--- src/rtl/seg_pkg.sv ---
// Shared constants and types for the seven-segment scan driver.
// Segment codes are active-low: bit 0 = a ... bit 6 = g, bit 7 = dp.
package seg_pkg;

    localparam int NUM_DIGITS = 6;

    localparam logic [7:0] SEG_0     = 8'hC0;
    localparam logic [7:0] SEG_1     = 8'hF9;
    localparam logic [7:0] SEG_2     = 8'hA4;
    localparam logic [7:0] SEG_3     = 8'hB0;
    localparam logic [7:0] SEG_4     = 8'h99;
    localparam logic [7:0] SEG_5     = 8'h92;
    localparam logic [7:0] SEG_6     = 8'h82;
    localparam logic [7:0] SEG_7     = 8'hF8;
    localparam logic [7:0] SEG_8     = 8'h80;
    localparam logic [7:0] SEG_9     = 8'h90;
    localparam logic [7:0] SEG_DASH  = 8'hBF;
    localparam logic [7:0] SEG_BLANK = 8'hFF;

    typedef enum logic [1:0] {
        SC_OFF  = 2'd0,
        SC_GAP  = 2'd1,
        SC_SHOW = 2'd2
    } scan_state_e;

endpackage

--- src/rtl/seg_scan_drv_if.sv ---
// Display-data bundle between the panel state logic (master) and the scan driver (slave).
interface seg_scan_drv_if;
    import seg_pkg::*;

    logic                      en;
    logic [4*NUM_DIGITS-1:0]   digits;
    logic [NUM_DIGITS-1:0]     dp_mask;
    logic [NUM_DIGITS-1:0]     blink_mask;
    logic                      lz_en;
    logic [1:0]                sel_0;
    logic [NUM_DIGITS-1:0]     sel;
    logic [7:0]                seg;

    modport master (
        output en, digits, dp_mask, blink_mask, lz_en,
        input  sel_0, sel, seg
    );

    modport slave (
        input  en, digits, dp_mask, blink_mask, lz_en,
        output sel_0, sel, seg
    );

endinterface

--- src/rtl/seg_decode.sv ---
// BCD nibble to active-low a..g pattern; A renders as a dash, B..F stay dark.
module seg_decode
    import seg_pkg::*;
(
    input  logic [3:0] i_nib,
    output logic [6:0] o_seg
);

    always_comb begin
        o_seg = SEG_BLANK[6:0];
        case (i_nib)
            4'h0: o_seg = SEG_0[6:0];
            4'h1: o_seg = SEG_1[6:0];
            4'h2: o_seg = SEG_2[6:0];
            4'h3: o_seg = SEG_3[6:0];
            4'h4: o_seg = SEG_4[6:0];
            4'h5: o_seg = SEG_5[6:0];
            4'h6: o_seg = SEG_6[6:0];
            4'h7: o_seg = SEG_7[6:0];
            4'h8: o_seg = SEG_8[6:0];
            4'h9: o_seg = SEG_9[6:0];
            4'hA: o_seg = SEG_DASH[6:0];
            default: o_seg = SEG_BLANK[6:0];
        endcase
    end

endmodule

--- src/rtl/seg_scan_drv.sv ---
// Six-digit multiplexed driver for the common-anode segment bank.
// state | meaning:  OFF = display dark, counters idle | GAP = all digits off at slot start | SHOW = current digit lit
module seg_scan_drv
    import seg_pkg::*;
#(
    parameter int SCAN_CNT_MAX = 49_999,
    parameter int GAP_CYC      = 500,
    parameter int BLINK_SLOTS  = 500
) (
    input  logic          clk,
    input  logic          rstn,
    seg_scan_drv_if.slave bus
);

    localparam int CNT_W = $clog2(SCAN_CNT_MAX + 1);
    localparam int BLK_W = $clog2(BLINK_SLOTS);

    localparam logic [1:0] ST_OFF  = SC_OFF;
    localparam logic [1:0] ST_GAP  = SC_GAP;
    localparam logic [1:0] ST_SHOW = SC_SHOW;

    localparam logic [CNT_W-1:0] GAP_LAST = CNT_W'(GAP_CYC - 1);
    localparam logic [CNT_W-1:0] CNT_LAST = CNT_W'(SCAN_CNT_MAX);
    localparam logic [BLK_W-1:0] BLK_LAST = BLK_W'(BLINK_SLOTS - 1);
    localparam logic [2:0]       IDX_LAST = 3'(NUM_DIGITS - 1);

    logic [1:0]                r_state;
    logic [CNT_W-1:0]          r_cnt;
    logic [2:0]                r_idx;
    logic [BLK_W-1:0]          r_blk_cnt;
    logic                      r_phase;
    logic [4*NUM_DIGITS-1:0]   r_digits;
    logic [NUM_DIGITS-1:0]     r_dp;
    logic [NUM_DIGITS-1:0]     r_blink;
    logic                      r_lz;
    logic [NUM_DIGITS-1:0]     r_sel;
    logic [7:0]                r_seg;

    logic                      w_slot_end;
    logic                      w_snap;
    logic [NUM_DIGITS-1:0]     w_lz_mask;
    logic                      w_lead;
    logic [3:0]                w_nib;
    logic                      w_dp_on;
    logic                      w_blank;
    logic [6:0]                w_dec;

    assign w_slot_end = (r_state == ST_SHOW) && (r_cnt == CNT_LAST);
    assign w_snap     = (r_state == ST_OFF) || (w_slot_end && (r_idx == IDX_LAST));

    // Zeros are suppressed from the top digit down until the first non-zero nibble; digit 0 always shows.
    always_comb begin
        w_lz_mask = '0;
        w_lead    = r_lz;
        for (int i = NUM_DIGITS - 1; i >= 1; i--) begin
            w_lead       = w_lead && (r_digits[4*i +: 4] == 4'h0);
            w_lz_mask[i] = w_lead;
        end
    end

    always_comb begin
        w_nib   = 4'h0;
        w_dp_on = 1'b0;
        w_blank = 1'b0;
        for (int i = 0; i < NUM_DIGITS; i++) begin
            if (r_idx == 3'(i)) begin
                w_nib   = r_digits[4*i +: 4];
                w_dp_on = r_dp[i];
                w_blank = (r_blink[i] && !r_phase) || w_lz_mask[i];
            end
        end
    end

    seg_decode u_decode (
        .i_nib (w_nib),
        .o_seg (w_dec)
    );

    always_ff @(posedge clk) begin
        if (!rstn) begin
            r_state   <= ST_OFF;
            r_cnt     <= '0;
            r_idx     <= '0;
            r_blk_cnt <= '0;
            r_phase   <= 1'b1;
            r_digits  <= '0;
            r_dp      <= '0;
            r_blink   <= '0;
            r_lz      <= 1'b0;
            r_sel     <= '1;
            r_seg     <= SEG_BLANK;
        end else if (!bus.en) begin
            r_state   <= ST_OFF;
            r_cnt     <= '0;
            r_idx     <= '0;
            r_blk_cnt <= '0;
            r_phase   <= 1'b1;
            r_sel     <= '1;
            r_seg     <= SEG_BLANK;
        end else begin
            r_sel <= '1;
            r_seg <= SEG_BLANK;
            if (r_state == ST_SHOW) begin
                r_sel <= ~(NUM_DIGITS'(1) << r_idx);
                r_seg <= w_blank ? SEG_BLANK : {~w_dp_on, w_dec};
            end

            case (r_state)
                ST_OFF: begin
                    r_state <= ST_GAP;
                    r_cnt   <= '0;
                    r_idx   <= '0;
                end
                ST_GAP: begin
                    r_cnt <= r_cnt + 1'b1;
                    if (r_cnt == GAP_LAST) r_state <= ST_SHOW;
                end
                ST_SHOW: begin
                    if (w_slot_end) begin
                        r_state <= ST_GAP;
                        r_cnt   <= '0;
                        r_idx   <= (r_idx == IDX_LAST) ? 3'd0 : r_idx + 3'd1;
                        if (r_blk_cnt == BLK_LAST) begin
                            r_blk_cnt <= '0;
                            r_phase   <= ~r_phase;
                        end else begin
                            r_blk_cnt <= r_blk_cnt + 1'b1;
                        end
                    end else begin
                        r_cnt <= r_cnt + 1'b1;
                    end
                end
                default: r_state <= ST_OFF;
            endcase

            // A whole frame is drawn from one snapshot, taken at scan start and at each 5->0 wrap.
            if (w_snap) begin
                r_digits <= bus.digits;
                r_dp     <= bus.dp_mask;
                r_blink  <= bus.blink_mask;
                r_lz     <= bus.lz_en;
            end
        end
    end

    assign bus.sel   = r_sel;
    assign bus.seg   = r_seg;
    assign bus.sel_0 = 2'b11;

endmodule

--- src/flat_wrapper.sv ---
// flat-port wrapper written by rule: the top's interface ports become plain ports
module seg_scan_drv_flat import seg_pkg::*;
#(
    parameter int SCAN_CNT_MAX = 49_999,
    parameter int GAP_CYC      = 500,
    parameter int BLINK_SLOTS  = 500
)
  (clk, rstn, bus_en, bus_digits, bus_dp_mask, bus_blink_mask, bus_lz_en, bus_sel_0, bus_sel, bus_seg);
  seg_scan_drv_if bus_i ();
  input  logic clk;
  input  logic rstn;
  input wire logic [$bits(bus_i.en)-1:0] bus_en;
  input wire logic [$bits(bus_i.digits)-1:0] bus_digits;
  input wire logic [$bits(bus_i.dp_mask)-1:0] bus_dp_mask;
  input wire logic [$bits(bus_i.blink_mask)-1:0] bus_blink_mask;
  input wire logic [$bits(bus_i.lz_en)-1:0] bus_lz_en;
  output wire logic [$bits(bus_i.sel_0)-1:0] bus_sel_0;
  output wire logic [$bits(bus_i.sel)-1:0] bus_sel;
  output wire logic [$bits(bus_i.seg)-1:0] bus_seg;
  assign bus_i.en = bus_en;
  assign bus_i.digits = bus_digits;
  assign bus_i.dp_mask = bus_dp_mask;
  assign bus_i.blink_mask = bus_blink_mask;
  assign bus_i.lz_en = bus_lz_en;
  assign bus_sel_0 = bus_i.sel_0;
  assign bus_sel = bus_i.sel;
  assign bus_seg = bus_i.seg;
  seg_scan_drv #(.SCAN_CNT_MAX(SCAN_CNT_MAX), .GAP_CYC(GAP_CYC), .BLINK_SLOTS(BLINK_SLOTS)) u_core (.clk(clk), .rstn(rstn), .bus(bus_i));
endmodule
--- config.mk ---
export PLATFORM = sky130hd
export DESIGN_NAME = seg_scan_drv_flat
export DESIGN_NICKNAME = d
export VERILOG_FILES = /design/src/rtl/seg_pkg.sv /design/src/rtl/seg_scan_drv_if.sv /design/src/rtl/seg_decode.sv /design/src/rtl/seg_scan_drv.sv /design/src/flat_wrapper.sv
export SDC_FILE = /design/constraint.sdc
export NUM_CORES = 1
export LEC_CHECK = 0
export ABC_AREA = 1
export BUFFER_PORTS_ARGS = -buffer_cell sky130_fd_sc_hd__buf_4
export CORE_MARGIN = 1.5
export CORE_UTILIZATION = 53
export DETAILED_ROUTE_END_ITERATION = 8
export GPL_TIMING_DRIVEN = 0
export PLACE_DENSITY = 0.74
export SLEW_MARGIN = 20
export SYNTH_ARGS = -nofsm -noshare
export SYNTH_HDL_FRONTEND = slang
export SYNTH_SLANG_ARGS = --single-unit
--- constraint.sdc ---
create_clock -name clk -period 5.85 [get_ports clk]
set_input_delay 1.17 -clock clk [delete_from_list [all_inputs] [get_ports clk]]
set_output_delay 1.17 -clock clk [all_outputs]
set_load 0.05 [all_outputs]
# == After elaboration in Yosys (flattened, before gate mapping) ==
# Memories as Yosys holds them, arrays and structs flattened. A register that Yosys moved wholly into a read port is not among the register bits.
# Index checks and enable logic that the tools add are counted.
# word_totals
register_bits,82
romBits,112
inputBits,40
output_inout_bits,16
elab_cells,98
mem_count,1
# op_classes
add_sub_neg,3
eq_ne,12
n_shift,1
mux,27
bitwise,6
n_reduce_logical,37
# memory_table
name,words,word_bits,read_ports,rd_clocked_by_memory_dff,write_ports,line_no,rtl
(name not given),16,7,1,1,0,seg_decode.sv:11,case (i_nib)
# ops
cell,n
16-bit one-hot mux with 3 select lines,1
4-bit two-way mux,6
4-bit logical NOT,5
16-bit by 1-bit adder with 16-bit output (second input constant),1
16-bit equality test (second input constant),1
16-bit by 9-bit equality test with 1-bit output (second input constant),1
16-bit two-way mux,1
1-bit logical AND,13
1-bit two-way mux,12
2-bit AND reduction,5
9-bit by 1-bit adder with 9-bit output (second input constant),1
9-bit equality test (second input constant),1
9-bit two-way mux,1
3-bit by 2-bit equality test with 1-bit output (second input constant),2
3-bit equality test (second input constant),2
1-bit logical OR,6
3-bit two-way mux,2
6-bit inverter,1
2-bit one-hot mux with 3 select lines,1
3-bit one-hot mux with 2 select lines,1
3-bit AND reduction,2
1-bit by 3-bit << shifter with 6-bit output (first input constant),1
1-bit inverter,5
2-bit two-way mux,2
other kinds (11),12

# == Depth between registers and ports, before layout ==
# Gate-level depths: netlist (run 1).
# depth
word_depth,13
mapped_depth,17
depth_no_buf,16

# == Cells and area by module ==
# Synthesis (run 1) repeated with hierarchy kept, for this count alone.
# unflattened
hier_cells,555
area_unflattened_um2,3970.1
# by_module_without_submodules
mod,instances,cells_per_inst,area_each_um2,seq_area_each_um2
seg_scan_drv,1,518,3746.1,1641.6
seg_decode,1,37,224.0,0.0

# == Worst setup path before layout (run 1) ==
# OpenSTA, ideal clock, no wires.
# synth_path
path_type,register -> register
from,register u_core.r_idx[0]
to,register u_core.r_seg[3] (netlist: u_core.bus.seg[3])
setup_ps,150
arrival_ps,1992
required_ps,5700
path_slack_ps,3708
stages_incl_launch_ff,17
path_buffers,2
synth_period_minus_slack_ps,2142
path_cell_list,dfxtp_1 buf_2 nand2_1 inv_1 ha_1 clkbuf_1 inv_1 nand4_1 nand3_1 nand2_1 nand2_1 ha_1 inv_1 nor2_1 nor2_1 nor2_1 nand3_1
# synth_between
elab_chain_len,8
elab_cells_between_ends,19
cone_classes,5 x eq/ne; 12 x mux; 2 x reduce/logical
# synth_rtl
element,line_no,rtl
from (decl),seg_scan_drv.sv:29,logic [2:0] r_idx;
from (signal assigned),seg_scan_drv.sv:122,r_idx <= (r_idx == IDX_LAST) ? 3'd0 : r_idx + 3'd1;
3-bit logical NOT,seg_scan_drv.sv:66,if (r_idx == 3'(i)) begin
1-bit two-way mux (6 in a row),seg_scan_drv.sv:66,
4-bit OR reduction (no line),--,
to (decl),seg_scan_drv.sv:37,logic [7:0] r_seg;
# Parallel ways exist; a longest one is shown, timed or not.
# A chain may end at the register's enable or synchronous reset.

# == Final worst setup path (run 1) ==
# Same ends and word-level chain as after synthesis.

==> flow_summary.ini, run 1 <==
[outcome]
status = completed

[global_route]
gr-usage-all-layers = 0.246
antenna_found_initial = 0
overflow = 0
grtUsageMet1 = 0.281
grt.busiest_layer = met2
grt_max_degree = 15
grt_pass1_vias = 3756
grt_use_met2 = 0.434
grt_use_met3 = 0.0631
grt_pass1_wl_mm = 16.3

[floorplanning]
fp.dieArea_sq_um = 8200
num_rows = 31
core_sq_um = 7330
dieHeight_um = 90.5
start_util = 0.554
ios = 56
die_w_um = 90.5

[cells_and_area]
design_area_sq_um = 4790
area_growth_pct = 18.0
fillCellCount = 658
multi_input_area_sq_um = 2110
stdcell_count = 749
nets = 698
seq_area_sq_um = 1640
insertedDiodeCount = 0
drive_gt1_frac = 0.146

[setup_path]
critPathCaptureType = register
critPathLaunchType = register
worstSetupPathType = reg -> reg
worst-path-max-fanout = 10
cp_data_required_time_ns = 6.06
cp_data_arrival_time_ns = 2.76

[route]
initialDrtViolationCount = 160
drc = 0
viasPerCell = 5.30
wire_per_inst_um = 13.0
wl_mm = 9.75
postRouteAntennaNets = 0
firstDrtPassIters = 5
vias = 3967

[clock_network]
clkSlewWorstSetupHoldPaths_ns = 0.09
cts_tree = yes
h-tree-depth = 3
cts_sinks = 82
cts_max_path_buffers = 2
cts_setup_buffers = 0
post_cts_resized = 0
clk_latency_ns = 0.36
hold_buffers = 0
cts_buffers = 9
cts_root_buf = clkbuf_8

[yosys]
yosys_warnings = 0
syn_area_sq_um = 4060
avgSynthCellArea_sq_um = 7.00
synth_top_cell_area_share = 0.404
synth.area.top_cells = dfxtp_1 40%, nor2_1 9.5%, nand2_1 9.3%
synth_edf_count = 0
synthArstFlopShare = 0
synth_top_area_cell = dfxtp_1
ys_seq_area_frac = 0.404
syn_inst = 580
ys_types = 40
ys.flop_type = dfxtp_1
synth_seq_cells = 82

[power_and_ir_drop]
p_int_uw = 850
power_density_nw_per_um2 = 242
clkPwrFrac = 0.365
leakagePower_uw = 0.00195
power.switching_uw = 309
swShare = 0.267
pwr-share-comb = 0.119
irDropWorstVdd_uv = 172
p_seq_frac = 0.516

[placement]
place_area_sq_um = 4590
hpwl_mm = 7.35
post-place-cells = 733
io_buffer_count = 53
routabilityCongestion = 0.888

[sta]
setup_viol = 0
finalMaxSlewViolations = 0
tns_ns = 0
fin_skew_ns = 0.00982
period_share = 0.436
min_period_ns = 2.55
hold_viol = 0
grt_setup_unrepaired = false
fmax_mhz = 392
slew_headroom = 0.444
tightest_slew_ns = 0.828

[min_path]
min_path_type = reg -> reg

[run]
drv_cap = 0
## cells in the final DEF (no fill, tap or decap), types with 2 or more instances in the layout
master / Yosys / final
o21ai_1: 2 / 2
nand3b_1: 5 / 5
xnor2_1: 2 / 2
nand3_1: 38 / 38
conb_1: 1 / 2
dfxtp_1: 82 / 82
nor3_1: 14 / 14
clkbuf_1: 10 / 11
nor2_2: 4 / 4
inv_2: 2 / 2
xor2_1: 9 / 9
nand2_1: 101 / 101
o211ai_1: 2 / 2
buf_4: 4 / 57
clkbuf_8: 0 / 10
nand2_2: 3 / 3
clkinvlp_4: 0 / 2
ha_1: 13 / 13
nor3b_1: 3 / 3
o21ai_0: 52 / 52
buf_2: 5 / 5
nand4_1: 12 / 12
a211oi_1: 2 / 2
a21oi_1: 40 / 40
nor2_1: 103 / 103
nor4_1: 4 / 4
inv_1: 52 / 52
## metrics by stage
stage                     hold slack [ns]  power, uW  utilization  worst slack, ns
after detailed placement            0.449        747        0.626             3.35
after floorplan                     0.430        698            -             3.71
after CTS                           0.462       1160        0.654             3.31
final                               0.458       1160        0.654             3.30
after global placement              0.442        742        0.626             3.38
after global routing                0.491       1210        0.654             3.02
## synthesized netlist by cell type (2+ instances only)
cell type,n
nor2_1,103
nand3_1,38
xor2_1,9
buf_2,5
a21oi_1,40
nand2_1,101
o21ai_1,2
dfxtp_1,82
a211oi_1,2
xnor2_1,2
nor2_2,4
ha_1,13
o21ai_0,52
nand4_1,12
buf_4,4
nand3b_1,5
o211ai_1,2
clkbuf_1,10
inv_1,52
nor3_1,14
inv_2,2
nor4_1,4
nand2_2,3
nor3b_1,3
## worst max-delay path, cell delays in order, from the launching register on
cell and delay, ns:
dfxtp_1 0.32, buf_2 0.20, nand2_1 0.07, inv_1 0.06
ha_1 0.15, clkbuf_1 0.35, inv_1 0.14, nand4_1 0.12
nand3_1 0.08, nand2_1 0.10, nand2_1 0.13, ha_1 0.31
inv_1 0.04, nor2_1 0.12, nor2_1 0.06, nor2_1 0.08
nand3_1 0.07
## state kept, by name, indices dropped and copies added, names as in the netlist
name and cells:
u_core.r_idx 3, u_core.bus.sel 6, u_core.r_state 2, u_core.bus.seg 8
u_core.r_dp 6, u_core.r_blk_cnt 9, u_core.r_phase 1, u_core.r_blink 6
u_core.r_digits 24, u_core.r_lz 1, u_core.r_cnt 16
## kinds of logic (layout without fill, tap and decap cells)
family                   after synthesis  in the layout  synth area share
other                                  1              2          0.000923
AND/OR/NAND/NOR                      294            294             0.319
XOR/XNOR                              11             11            0.0237
AO/OA/AOI/OAI                        103            103             0.134
buffers and inverters                 76            145            0.0776
adder cells (fa/ha/maj)               13             13            0.0401
flip-flops                            82             82             0.404
## path summary, 6_finish.rpt
check,start,slack (ns),cells after the start,to
setup / recovery,u_core.r_idx[0],3.30,16,u_core.bus.seg[3]
hold / removal,u_core.r_dp[2],0.46,2,u_core.r_dp[2]
setup reg to reg,u_core.r_idx[0],3.30,16,u_core.bus.seg[3]
hold reg to reg,u_core.r_dp[2],0.46,2,u_core.r_dp[2]
## cell type report
type	count	share of cell area
Buffer	21	0.0227
Clock buffer	11	0.0295
Clock inverter	5	0.0131
Inverter	55	0.0431
Multi-Input combinational cell	423	0.440
Sequential cell	82	0.343
Tap cell	99	0.0259
Timing Repair Buffer	53	0.0831
## power by group through the flow
stage,sequential (uW),clock (uW),combinational (uW)
after floorplan,607,0,91.4
after global placement,610,0,132
after detailed placement,610,0,136
after CTS,597,428,138
after global routing,600,454,157
final,598,423,138
## metal layers
layer | vias up | wire [um]
li1 | 2023 | -
met2 | 99 | 4850
met4 | 0 | 250
met1 | 1818 | 4290
met5 | - | 0
met3 | 27 | 364
Power figures use the tool's default switching activity.
==> inputs of run 2 (changes only) <==
--- a/config.mk
+++ b/config.mk
@@ -5,7 +5,7 @@
 export SDC_FILE = /design/constraint.sdc
 export NUM_CORES = 1
 export LEC_CHECK = 0
-export ABC_AREA = 1
+export ABC_AREA = 0
 export BUFFER_PORTS_ARGS = -buffer_cell sky130_fd_sc_hd__buf_4
 export CORE_MARGIN = 1.5
 export CORE_UTILIZATION = 53
==> constraint.sdc (replaced) <==
create_clock -name clk -period 2.5 [get_ports clk]
set_input_delay 0.5 -clock clk [delete_from_list [all_inputs] [get_ports clk]]
set_output_delay 0.5 -clock clk [all_outputs]
set_load 0.05 [all_outputs]
==> flow_summary.ini, run 2 <==
[setup_path]
cp_data_arrival_time_ns = 2.66
crit_family = buffers and inverters
worstSetupPathType = reg -> reg
crit_buf_inv = 5
critPathCaptureType = register
slowest_stage = dfxtp_1
cpPeakStageDelay_ns = 0.34
cp_cell_sequence = buf_6 > clkinv_4 > nor2_1 > ha_1 > buf_4 > buf_8 > nand3_1 > o21ai_2 > a31oi_2 > buf_4 > ha_1 > nor2b_1 > o21ba_2 > o21ai_0
worst-path-max-fanout = 10
cp_data_required_time_ns = 2.77
critPathLaunchType = register

[cells_and_area]
top_regs = u_core.r_digits (24), u_core.r_cnt (16), u_core.r_blk_cnt (9)
top_register = u_core.r_digits
fillCellCount = 631
final_common_cell = dfxtp_1
area_growth_pct = 22.0
drive_gt1_frac = 0.210
insertedDiodeCount = 0
largest_reg_flops = 24
final_cell_mix = 80 x dfxtp_1, 73 x buf_4, 71 x nand2_1
nets = 625

[global_route]
overflow = 0
grt_pass1_wl_mm = 16.1
antenna_found_initial = 0
grt_pass1_vias = 3396
gr-usage-all-layers = 0.241
grt_max_degree = 19

[yosys]
yosysMostFrequentCell = dfxtp_1
syn_area_sq_um = 4040
synthArstFlopShare = 0
ys_types = 56
ys.flop_type = dfxtp_1
synth_top_area_cell = dfxtp_1
ys_seq_area_frac = 0.406
synth.area.top_cells = dfxtp_1 41%, nand3_1 6.9%, nand2_1 6.6%
synth_top_cell_area_share = 0.406
ys_top_cells_by_count = 82 x dfxtp_1, 71 x nand2_1, 56 x nand3_1
syn_inst = 497
synth_seq_cells = 82
yosys_warnings = 0
synth_edf_count = 0
avgSynthCellArea_sq_um = 8.13

[floorplanning]
core_sq_um = 7330
start_util = 0.551
die_w_um = 90.3
num_rows = 31
ios = 56
dieHeight_um = 90.3
fp.dieArea_sq_um = 8160

[placement]
io_buffer_count = 53
routabilityCongestion = 0.870
hpwl_mm = 6.99

[sta]
slew_headroom = 0.606
whs_ns = 0.372
period_share = 0.956
tightest_slew_ns = 0.589
fmax_mhz = 418
min_period_ns = 2.39
setup_viol = 0
finalMaxSlewViolations = 0
hold_viol = 0
fin_skew_ns = 0.0136

[power_and_ir_drop]
power_uw = 2610
leakagePower_uw = 0.00186
power_density_nw_per_um2 = 529
irDropWorstVdd_uv = 308

[route]
wire_per_inst_um = 14.1
firstDrtPassIters = 5
postRouteAntennaNets = 0
drc = 0
wl_mm = 9.54
vias = 3806
viasPerCell = 5.63
initialDrtViolationCount = 321

[min_path]
min_path_type = in -> reg

[clock_network]
cts_max_path_buffers = 2
hold_buffers = 0
clkSlewWorstSetupHoldPaths_ns = 0.09
cts_tree = yes
cts_sinks = 82
h-tree-depth = 3
clk_latency_ns = 0.35
cts_buffers = 9
cts_root_buf = clkbuf_8

[run]
drv_cap = 0

[outcome]
status = completed
[run 2: changes by cell type in the layout (fill, tap and decap cells not counted), sizes merged, moves of 8 or more]
cell and change:
a21oi -28, nor3 -9, buf +20, nor2b +8, nand2 -33, nor2 -72
mux2i +8, nand3 +17, inv -47
[run 2: final timing paths]
path / from / endpoint / slack [ns] / cells past startpoint
min reg2reg: u_core.r_digits[0] / u_core.r_digits[0] / 0.45 / 2
max: u_core.r_idx[0] / u_core.bus.seg[3] / 0.11 / 14
min: bus_dp_mask[0] / u_core.r_dp[0] / 0.37 / 3
max reg2reg: u_core.r_idx[0] / u_core.bus.seg[3] / 0.11 / 14
[run 2: cell families after synthesis]
kind of cell | count (synthesis) | synth area share
AND/OR/NAND/NOR | 231 | 0.287
flip-flops | 82 | 0.406
adder cells (fa/ha/maj) | 13 | 0.0402
buffers and inverters | 43 | 0.0492
XOR/XNOR | 21 | 0.0455
other | 1 | 0.000928
AO/OA/AOI/OAI | 94 | 0.140
multiplexers | 12 | 0.0310
[run 2: layout make-up]
cell class	instances	area, sq um	area share
multi-input combinational	373	2240	0.454
sequential	82	1640	0.333
timing repair buffer	64	480	0.0974
buffer	32	199	0.0403
clock buffer	12	145	0.0294
tap	99	124	0.0251
clock inverter	4	51.3	0.0104
inverter	10	46.3	0.00939
[run 2: stage by stage]
stage / TNS, ns / area [sq um] / setup slack (ns) / utilization / std cells
2_1_floorplan: 0 / 4090 / 0.0101 / - / 498
3_3_place_gp: -1.06 / 4610 / -0.243 / 0.629 / 650
4_1_cts: 0 / 4850 / 0.00436 / 0.662 / 669
3_5_place_dp: -1.42 / 4610 / -0.331 / 0.629 / 650
5_1_grt: -0.0583 / 4930 / -0.0317 / 0.673 / 676
6_report: 0 / 4930 / 0.109 / 0.673 / 676
[run 2: layer usage]
layer  share of wire  GRT usage  vias to the layer above
met2            0.43      0.369                      130
met1            0.50      0.348                     1767
met5               0          0                        -
met4           0.013     0.0767                        0
li1                -          -                     1896
met3           0.059     0.0362                       13
[run 2: power by group]
group,internal (uW),switching (uW)
sequential,1350,34.4
clock,490,474
combinational,124,139
total,1960,648
[run 2: repair_timing]
item,in CTS,in global routing
setup endpoints to repair,8,49
gates resized for setup,11,11
pin swaps,0,1
gates cloned,0,0
buffers inserted,4,7
[run 2: worst min-delay path, delay by kind of cell]
| kind | cells | cell delay, ns |
|---|---|---|
| buf+inv | 1 | 0.08 |
| simple gates | 1 | 0.05 |
| compound gates | 1 | 0.06 |
==> inputs of run 3 (changes only) <==
--- a/config.mk
+++ b/config.mk
@@ -8,10 +8,9 @@
 export ABC_AREA = 0
 export BUFFER_PORTS_ARGS = -buffer_cell sky130_fd_sc_hd__buf_4
 export CORE_MARGIN = 1.5
-export CORE_UTILIZATION = 53
+export CORE_UTILIZATION = 30
 export DETAILED_ROUTE_END_ITERATION = 8
 export GPL_TIMING_DRIVEN = 0
-export PLACE_DENSITY = 0.74
 export SLEW_MARGIN = 20
 export SYNTH_ARGS = -nofsm -noshare
 export SYNTH_HDL_FRONTEND = slang
==> flow_summary.ini, run 3 (synthesized netlist as in run 2, its figures left out) <==
[setup_path]
critPathLaunchType = register
rrSetupSlack_ns = 0.11
cp_data_arrival_time_ns = 2.66
slowest_stage = dfxtp_1
cpPeakStageDelay_ns = 0.32
crit_buf_inv = 4
crit_top_cell = clkbuf_8
worst-path-max-fanout = 10
crit_family = buffers and inverters
worstSetupPathType = reg -> reg
cp_data_required_time_ns = 2.77
rr_worst_depth = 13
critPathCaptureType = register
crit-reg2reg-capture = u_core.bus.seg[3]
cp_cell_sequence = clkbuf_8 > clkbuf_8 > inv_2 > nor2_2 > ha_4 > clkbuf_8 > nand3_1 > o21ai_2 > a31oi_4 > ha_1 > nor2b_1 > o21ba_2 > o21ai_0
r2r_start = u_core.r_idx[1]

[min_path]
hold_path_end = u_core.r_blink[5]
min_path_type = in -> reg
hold_start = bus_blink_mask[5]
hold_depth = 3

[sta]
whs_ns = 0.381
tightest_slew_ns = 0.566
period_share = 0.956
finalMaxSlewViolations = 0
fmax_mhz = 418
fin_skew_ns = 0.0103
setup_viol = 0
slew_headroom = 0.623
min_period_ns = 2.39
hold_viol = 0
tns_ns = 0
grt_setup_unrepaired = true

[floorplanning]
fp.dieArea_sq_um = 14200
start_util = 0.306
ios = 56
num_rows = 42
core_sq_um = 13200
die_w_um = 119
dieHeight_um = 119

[global_route]
gr-usage-all-layers = 0.146
grt_max_degree = 17
grt_pass1_vias = 3437
grt_pass1_wl_mm = 16.6
antenna_found_initial = 0
overflow = 0

[power_and_ir_drop]
swShare = 0.240
p_int_uw = 2370
power.switching_uw = 748
pwr-share-comb = 0.085
leakagePower_uw = 0.00192
p_seq_frac = 0.443
irDropWorstVdd_uv = 302
clkPwrFrac = 0.472
power_density_nw_per_um2 = 602

[clock_network]
clk_latency_ns = 0.34
clkSlewWorstSetupHoldPaths_ns = 0.07
cts_max_path_buffers = 2
cts_root_buf = clkbuf_16
cts_tree = yes
cts_buffers = 9
cts_sinks = 82
h-tree-depth = 3

[placement]
routabilityCongestion = 0.905
io_buffer_count = 53
hpwl_mm = 7.46
post-place-cells = 727

[route]
postRouteAntennaNets = 0
wire_per_inst_um = 13.6
initialDrtViolationCount = 270
firstDrtPassIters = 6
wl_mm = 10.2
viasPerCell = 4.98
vias = 3733
drc = 0

[cells_and_area]
drive_gt1_frac = 0.216
stdcell_count = 750
largest_reg_flops = 24
top_register = u_core.r_digits
area_growth_pct = 28.1
insertedDiodeCount = 0
top_regs = u_core.r_digits (24), u_core.r_cnt (16), u_core.r_blk_cnt (9)
final_cell_mix = 81 x dfxtp_1, 71 x nand2_1, 69 x buf_4
nets = 622
final_common_cell = dfxtp_1
fillCellCount = 1318

[run]
drv_cap = 0

[outcome]
status = completed
run 3: cell types whose count changed in the layout (fill, tap and decap cells not counted), moves of 2 or more:
cell | previous run | this run
clkbuf_16 | 0 | 9
clkbuf_8 | 10 | 3
clkbuf_1 | 15 | 13
buf_8 | 2 | 0
buf_6 | 2 | 0
inv_8 | 0 | 2
clkbuf_4 | 0 | 3
buf_4 | 73 | 69
inv_6 | 0 | 2
run 3: per-stage QoR:
step           instance area (sq um)   util  setup WS, ns  total power, uW
6_report                        5180  0.393         0.110             3120
5_1_grt                         5180  0.393      -0.00186             3240
4_1_cts                         5100  0.387        0.0273             3140
3_5_place_dp                    4710  0.357        -0.348             1660
3_3_place_gp                    4710  0.357        -0.323             1650
2_1_floorplan                   4090      -        0.0101             1560
run 3: layout make-up:
cell class / instances / area (sq um) / share of cell area
sequential: 82 / 1640 / 0.317
clock buffer: 9 / 225 / 0.0435
inverter: 10 / 42.5 / 0.00821
buffer: 32 / 200 / 0.0387
clock inverter: 7 / 108 / 0.0208
tap: 176 / 220 / 0.0425
multi-input combinational: 373 / 2280 / 0.441
timing repair buffer: 61 / 455 / 0.0879
run 3: worst max path at each step:
stage / startpoint / endpoint / slack (ns) / cells past startpoint
after floorplan: u_core.r_idx[1] / u_core.bus.seg[5] / 0.01 / 15
after global placement: u_core.r_idx[1] / u_core.bus.seg[5] / -0.32 / 15
after detailed placement: u_core.r_idx[1] / u_core.bus.seg[5] / -0.35 / 15
after CTS: u_core.r_idx[0] / u_core.bus.seg[2] / 0.03 / 9
after global routing: u_core.r_idx[1] / u_core.bus.seg[3] / -0.002 / 13
final: u_core.r_idx[1] / u_core.bus.seg[3] / 0.11 / 13
run 3: what timing repair did:
item	4_1_cts	5_1_grt
gates resized for setup	12	13
cloned	0	1
setup buffers	4	3
hold buffers	0	0
pin swaps	0	3
setup endpoints to repair	8	27
run 3: power groups by stage:
stage               Sequential, uW  Combinational (uW)  Clock, uW
finish                        1380                 266       1470
global route                  1380                 296       1560
CTS                           1380                 257       1500
detailed placement            1410                 250          0
global placement              1410                 244          0
floorplan                     1400                 162          0
run 3: worst min-delay path, stage by stage:
cell     delay (ns)
buf_4          0.08
nand3_1        0.05
o21ai_1        0.06
run 3: metal layers:
layer,GRT usage,share of wire,vias up,wire (um)
met5,0,0,-,0
met4,0.0700,0.030,0,303
met3,0.0287,0.059,29,597
met2,0.215,0.42,106,4310
met1,0.203,0.49,1709,4960
li1,-,-,1889,-
